`src/rtl/bram_arbiter.sv`:
```
// bram_arbiter: shares one single-port block RAM between requesters A and B.
// Round-robin on ties. A per-side lock keeps ownership for read-modify-write
// sequences. A grant counter forces release after MAXLOCK locked grants.
module bram_arbiter #(
  parameter  int NCELLS  = 1024,
  parameter  int WDATA   = 8,
  parameter  int MAXLOCK = 16,
  localparam int AW      = $clog2(NCELLS)
) (
  input  logic             i_clk,
  input  logic             i_rst_n,
  input  logic             i_a_req,
  input  logic             i_a_wr,
  input  logic             i_a_lock,
  input  logic [AW-1:0]    i_a_addr,
  input  logic [WDATA-1:0] i_a_din,
  input  logic             i_b_req,
  input  logic             i_b_wr,
  input  logic             i_b_lock,
  input  logic [AW-1:0]    i_b_addr,
  input  logic [WDATA-1:0] i_b_din,
  output logic             o_a_ack,
  output logic             o_b_ack,
  output logic             o_a_rvalid,
  output logic             o_b_rvalid,
  output logic [WDATA-1:0] o_a_dout,
  output logic [WDATA-1:0] o_b_dout,
  output logic [AW-1:0]    o_mem_addr,
  output logic [WDATA-1:0] o_mem_din,
  output logic             o_mem_wr,
  input  logic [WDATA-1:0] i_mem_dout
);

  // The counter must be able to hold MAXLOCK itself; keep at least one bit
  // so the unlimited setting (MAXLOCK = 0) still elaborates.
  localparam int CW = (MAXLOCK < 1) ? 1 : $clog2(MAXLOCK + 1);
  localparam logic [CW-1:0] CNT_MAX = {CW{1'b1}};
  localparam logic [CW-1:0] CNT_LIM = CW'(MAXLOCK);

  localparam logic [1:0] S_IDLE   = 2'd0;
  localparam logic [1:0] S_LOCK_A = 2'd1;
  localparam logic [1:0] S_LOCK_B = 2'd2;

  logic [1:0]    r_state;
  logic [1:0]    w_state_next;
  logic          r_last;          // 1 = B was granted most recently
  logic [CW-1:0] r_cnt;
  logic [CW-1:0] w_cnt_next;
  logic [CW-1:0] w_cnt_inc;
  logic          w_timeout;
  logic          r_rv_a;
  logic          r_rv_b;
  logic          w_a_ack;
  logic          w_b_ack;

  // Winner selection: a lock owner is exclusive, otherwise round-robin on ties.
  // Reset gates both grants so nothing reaches the memory while held in reset.
  always_comb begin
    w_a_ack = 1'b0;
    w_b_ack = 1'b0;
    if (i_rst_n) begin
      case (r_state)
        S_IDLE: begin
          if (i_a_req && (!i_b_req || r_last)) w_a_ack = 1'b1;
          else if (i_b_req)                    w_b_ack = 1'b1;
        end
        S_LOCK_A: w_a_ack = i_a_req;
        S_LOCK_B: w_b_ack = i_b_req;
        default: begin
          w_a_ack = 1'b0;
          w_b_ack = 1'b0;
        end
      endcase
    end
  end

  // Memory port mux; when idle the A-side address/data is parked on the bus.
  always_comb begin
    o_mem_addr = i_a_addr;
    o_mem_din  = i_a_din;
    o_mem_wr   = 1'b0;
    if (w_a_ack) begin
      o_mem_wr = i_a_wr;
    end else if (w_b_ack) begin
      o_mem_addr = i_b_addr;
      o_mem_din  = i_b_din;
      o_mem_wr   = i_b_wr;
    end
  end

  // Lock state machine; timeout is taken on the grant that reaches the limit
  // so the other side can win the very next cycle.
  always_comb begin
    w_cnt_inc    = (r_state == S_IDLE) ? CW'(1) :
                   ((r_cnt == CNT_MAX) ? r_cnt : r_cnt + CW'(1));
    w_timeout    = (MAXLOCK != 0) && (w_cnt_inc >= CNT_LIM);
    w_state_next = r_state;
    w_cnt_next   = r_cnt;
    case (r_state)
      S_IDLE: begin
        if (((w_a_ack && i_a_lock) || (w_b_ack && i_b_lock)) && !w_timeout) begin
          w_state_next = w_a_ack ? S_LOCK_A : S_LOCK_B;
          w_cnt_next   = w_cnt_inc;
        end
      end
      S_LOCK_A: begin
        if (!i_a_lock || (w_a_ack && w_timeout)) begin
          w_state_next = S_IDLE;
          w_cnt_next   = '0;
        end else if (w_a_ack) begin
          w_cnt_next = w_cnt_inc;
        end
      end
      S_LOCK_B: begin
        if (!i_b_lock || (w_b_ack && w_timeout)) begin
          w_state_next = S_IDLE;
          w_cnt_next   = '0;
        end else if (w_b_ack) begin
          w_cnt_next = w_cnt_inc;
        end
      end
      default: begin
        w_state_next = S_IDLE;
        w_cnt_next   = '0;
      end
    endcase
  end

  // State, round-robin pointer, lock counter and response owner tags.
  always_ff @(posedge i_clk or negedge i_rst_n) begin
    if (!i_rst_n) begin
      r_state <= S_IDLE;
      r_last  <= 1'b1;
      r_cnt   <= '0;
      r_rv_a  <= 1'b0;
      r_rv_b  <= 1'b0;
    end else begin
      r_state <= w_state_next;
      r_cnt   <= w_cnt_next;
      r_rv_a  <= w_a_ack;
      r_rv_b  <= w_b_ack;
      if (w_a_ack)      r_last <= 1'b0;
      else if (w_b_ack) r_last <= 1'b1;
    end
  end

  assign o_a_ack    = w_a_ack;
  assign o_b_ack    = w_b_ack;
  assign o_a_rvalid = r_rv_a;
  assign o_b_rvalid = r_rv_b;
  assign o_a_dout   = r_rv_a ? i_mem_dout : '0;
  assign o_b_dout   = r_rv_b ? i_mem_dout : '0;

endmodule

```
`config.mk`:
```
export PLATFORM = sky130hd
export DESIGN_NAME = bram_arbiter
export DESIGN_NICKNAME = d
export VERILOG_FILES = /design/src/rtl/bram_arbiter.sv
export SDC_FILE = /design/constraint.sdc
export NUM_CORES = 1
export LEC_CHECK = 0
export ABC_CLOCK_PERIOD_IN_PS = 2800
export BUFFER_PORTS_ARGS = -buffer_cell sky130_fd_sc_hd__buf_2
export CAP_MARGIN = 20
export CORE_MARGIN = 4
export CORE_UTILIZATION = 35
export CTS_CLUSTER_DIAMETER = 200
export DETAILED_ROUTE_END_ITERATION = 10
export HOLD_SLACK_MARGIN = 0.12
export PLACE_DENSITY = 0.8
export SYNTH_ARGS = -nofsm -noshare
export SYNTH_HDL_FRONTEND = slang
export SYNTH_SLANG_ARGS = --single-unit
```
`constraint.sdc`:
```
create_clock -name i_clk -period 2.8 [get_ports i_clk]
set_input_delay 0.84 -clock i_clk [delete_from_list [all_inputs] [get_ports i_clk]]
set_output_delay 0.84 -clock i_clk [all_outputs]
set_load 0.03 [all_outputs]
```
# After elaboration in Yosys (flattened, before gate mapping)

Index checks and enable logic that the tools add are counted.

Register bits: 10
Bits of input ports: 52
Word-level logic and storage cells: 63
Output and inout bits: 39

Equality and inequality tests: 8
Reduce and logical (&&, ||, !) cells: 18
Magnitude comparators: 1
$add $sub $neg: 1
Mux-type cells: 30

Operators by type and width:

| operator              | number |
|---|---|
| $mux W5               | 7 |
| $mux W8               | 4 |
| $mux W10              | 2 |
| $pmux W5 S3           | 1 |
| $mux W1               | 9 |
| $mux W2               | 4 |
| $logic_and A1 B1 Y1   | 6 |
| $ne A3 B3 Y1 const B  | 2 |
| $pmux W2 S3           | 1 |
| $reduce_and A3 Y1     | 2 |
| $add A5 B1 Y5 const B | 1 |
| $eq A5 B5 Y1 const B  | 1 |
| $ge A5 B5 Y1 const B  | 1 |
| $logic_not A1 Y1      | 4 |
| $logic_or A1 B1 Y1    | 4 |
| $ne A2 B2 Y1 const B  | 2 |
| $pmux W1 S2           | 2 |
| $eq A2 B1 Y1 const B  | 1 |
| $eq A2 B2 Y1 const B  | 1 |
| $logic_not A2 Y1      | 1 |
| $ne A2 B1 Y1 const B  | 1 |
| $reduce_bool A2 Y1    | 1 |

# Depth between registers and ports, before layout

Depth after elaboration: 11
Gate-level depth with buffers: 7
Mapped depth without buffers: 6

# Worst setup path before layout

No wires, ideal clock.

Kind: input-to-output
Start point: input port i_b_req
End point: output port o_mem_wr
Cell stages on the path: 3
Arrival time: 2.060 ns
Path buffers: 0
Path slack: -0.100 ns
Required time: 1.960 ns
Cells stage by stage: or3b_1 -> nor2b_1 -> a22o_1

Elaborated cells between the ends (all ways): 12
Those cells by class: mux: 9; reduce/logical: 3

RTL lines:

| item                | RTL line | text |
|---|---|---|
| start: declaration  | 17       | `input logic i_b_req,` |
| $logic_not A1 Y1    | 64       | `if (i_a_req && (!i_b_req \|\| r_last)) w_a_ack = 1'b1;` |
| $logic_or A1 B1 Y1  | 64       |  |
| $logic_and A1 B1 Y1 | 64       |  |
| $mux W1             | 64       |  |
| $pmux W1 S2         | 62       | `case (r_state)` |
| $mux W1             | 61       | `if (i_rst_n) begin` |
| named net o_a_ack   | 22       | `output logic o_a_ack,` |
| $mux W1             | 82       | `if (w_a_ack) begin` |
| end: declaration    | 30       | `output logic o_mem_wr,` |

The timed path passes the listed nets, and every way through them passes these cells.

# Final worst setup path

Start point: input port i_b_req
End point: output port o_mem_wr

Word-level cells in the longest chain between the ends: 8
Elaborated cells between the ends (all ways): 12
Those cells by class: mux: 9; reduce/logical: 3

RTL lines:

| item                | RTL line | text |
|---|---|---|
| $logic_not A1 Y1    | 64       |  |
| $logic_or A1 B1 Y1  | 64       |  |
| $logic_and A1 B1 Y1 | 64       |  |
| $mux W1             | 64       |  |
| $pmux W1 S2         | 62       |  |
| $mux W1             | 61       |  |
| $mux W1             | 84       | `end else if (w_b_ack) begin` |
| $mux W1 *           | 82       |  |

Every way passes the cells marked *; elsewhere a longest branch is shown, timed or not.

==> impl_metrics.toml <==
[run_status]
status = "finished, final reports clean"

[timing]
max_freq_mhz = 366.3
finalHoldViolations = 0
clock-skew-final_ns = 0.0007047
fin_setup_tns_ns = 0
grt_setup_unrepaired = "false"
min_period_over_period_pct = 97.51
final_max_slew_viol_count = 0
layout_setup_ws_ns = 0.06965
relSlewSlack_pct = 80.69
worst_pin_slew_ns = 0.2860
setup_viol = 0
post-route-min-period_ns = 2.730

[clock_network]
clkTransAtPathRegs_ns = 0.06
clk_latency_ns = 0.26
clockBufferDepth = 2
cts_buffers = 3
cts_setup_buffers = 0
root_buffer = "clkbuf_4"
cts_hold_buffers = 0
cts.sinks = 10
tritoncts = "built"
cts_resized = 0
htreeDepth = 1

[yosys]
synth_edf_count = 0
avgSynthCellArea_um2 = 6.827
ys_types = 31
yosys.area.top_type = "dfrtp_1"
synth_area_um2 = 867.1
yosys-top-cells-area = "dfrtp_1, nand2_1, and2_1"
ys_ff_latch = 10
async_reset_ff_share_pct = 100.0
syn-num-nets = 180
ys.flop_type = "dfrtp_1"
synth_top_area_share_pct = 25.97
synth_cells = 127
yosysWarnings = 0
ys_seq_area_share_pct = 29.00

[placed_design]
hpwl_mm = 2.481
routabilityCongestion = 0.7892
place_ws_ns = 0.04490
placed_cells_incl_taps = 244
dpl_cell_area_um2 = 1358
port_buffers = 90

[die]
start_util_pct = 38.10
die_w_um = 57.78
row_count = 17
core_area_um2 = 2276
die_y_um = 57.78
ios = 91
dieArea_um2 = 3338

[global_routing]
gr-total-overflow = 0
grt_pass1_vias = 1155
grtUsageTotal_pct = 17.85
grt_max_degree = 22
grt_pass1_wl_mm = 4.774
antenna_found_initial = 0

[worst_hold_path]
holdPathEnd = "r_last"
hp-start = "r_last"
whs_path_depth = 2
hp-class = "flip-flop to flip-flop"

[route]
drtPass1Iterations = 4
initialDrtViolationCount = 44
vias_per_cell = 4.855
drcViolationCount = 0
drtAntennaViolNets = 0
wire_per_inst_um = 11.89
routed_wl_mm = 2.949
num_vias = 1204

[setup_path]
r2r-start = "r_state[0]"
crit_family = "simple AND/OR/NAND/NOR gates"
regToRegEndpoint = "r_state[1]"
cpPeakStageDelay_ns = 0.37
crit_top_cell = "buf_2"
crit_chain = "buf_2 > or3b_1 > nor2b_2 > a22o_1 > buf_2"
crit_buf_inv = 2
crit_fanout = 4
required_ns = 1.96
rrSetupSlack_ns = 0.92
arrival_ns = 1.89
end_kind = "primary output"
worstSetupPathType = "primary input to primary output"
ff2ff_path_depth = 6
startpoint_type = "primary input"
crit_path_top_delay_cell = "or3b_1"

[finish]
num_antenna_cells = 0
fin_nets = 274
finalNonFillerCells = 248
syn2layout_area_growth_pct = 62.19
layout-drive-gt1-share_pct = 46.82
fin_area_um2 = 1406
fill_cells = 225

[power]
power_density_nw_per_um2 = 587.7
power.leakage_nw = 0.8816
ir_worst_vdd_mv = 0.3786

[run]
max-cap-violations = 0
==> layout by cell type, fill, tap and decap left out, types with 2 or more instances in the layout <==
cell,count
clkbuf_4,3
and2_1,18
nand2_1,58
o211ai_1,2
nor2b_1,2
o21ai_1,2
buf_2,90
a31oi_1,2
nand3b_1,2
a21oi_1,3
dfrtp_1,9
inv_1,3
nor2b_2,2
buf_4,2
==> tightest hold or removal path: cells and delay by family, from the launching register on <==
kind                   cells  cell delay, ns
DFF                        1            0.38
AOI/OAI and AO/OA          1            0.06
buffers and inverters      1            0.04
==> synth_stat cells, drive strengths merged (2+ instances only) <==
master and number:
nand2 58, a31oi 2, nand3b 2, dfrtp 9, o21ai 2, o211ai 3, and2 19, buf 4
a21oi 3, inv 4, nor2b 4
==> cell type report <==
cell class,count,area [µm²],share of cell area [%]
clock buffers,4,36.28,2.580
inverters,4,17.52,1.246
multi-input cells,109,585.6,41.64
flip-flops and latches,10,251.5,17.88
well taps,28,35.03,2.491
repair buffers,93,480.5,34.16
==> routing by layer <==
metal / share of wire [%] / vias to the layer above / track usage (%)
met3: 12 / 2 / 4.454
met2: 51 / 70 / 33.87
met4: 0.71 / 0 / 3.974
met1: 36 / 525 / 19.73
met5: 0 / - / 0
li1: - / 607 / -
==> worst max-delay path by stage <==
stage | to | from | cells past startpoint | slack [ns]
after CTS | o_mem_wr | i_a_req | 6 | 0.05
after global placement | o_mem_wr | i_a_req | 6 | 0.05
after detailed placement | o_mem_wr | i_a_req | 6 | 0.04
after global routing | o_mem_wr | i_b_req | 5 | 0.03
after floorplan | o_mem_addr[0] | i_a_req | 7 | 0.01
final | o_mem_wr | i_b_req | 5 | 0.07
==> cell families (layout without fill, tap and decap cells) <==
family / count (synthesis) / in the layout / synth area share, %
simple gates: 89 / 89 / 48.05
compound gates: 19 / 19 / 17.46
flops: 10 / 10 / 29.01
buf+inv: 8 / 101 / 4.040
fa+ha+maj: 1 / 1 / 1.443
==> where the power goes <==
| part | total (W) | switching, W | internal (W) |
|---|---|---|---|
| combinational | 0.000470 | 0.000300 | 0.000170 |
| clock | 0.000129 | 0.0000503 | 0.0000790 |
| sequential | 0.000227 | 0.0000434 | 0.000184 |
==> state kept, by name (all words and copies together) (netlist names) <==
signal / count
r_cnt: 5
r_state: 2
o_a_rvalid: 1
o_b_rvalid: 1
r_last: 1
==> stage by stage <==
step                      utilization, %  power [W]  hold WS (ns)
final                              61.79  0.0008265        0.4776
after global routing               61.79  0.0008970        0.4930
after global placement             59.65  0.0006911        0.4638
after CTS                          61.24  0.0008292        0.4886
after detailed placement           59.65  0.0006959        0.4787
after floorplan                        -  0.0005455        0.4471
(Power assumes the default switching activity.)
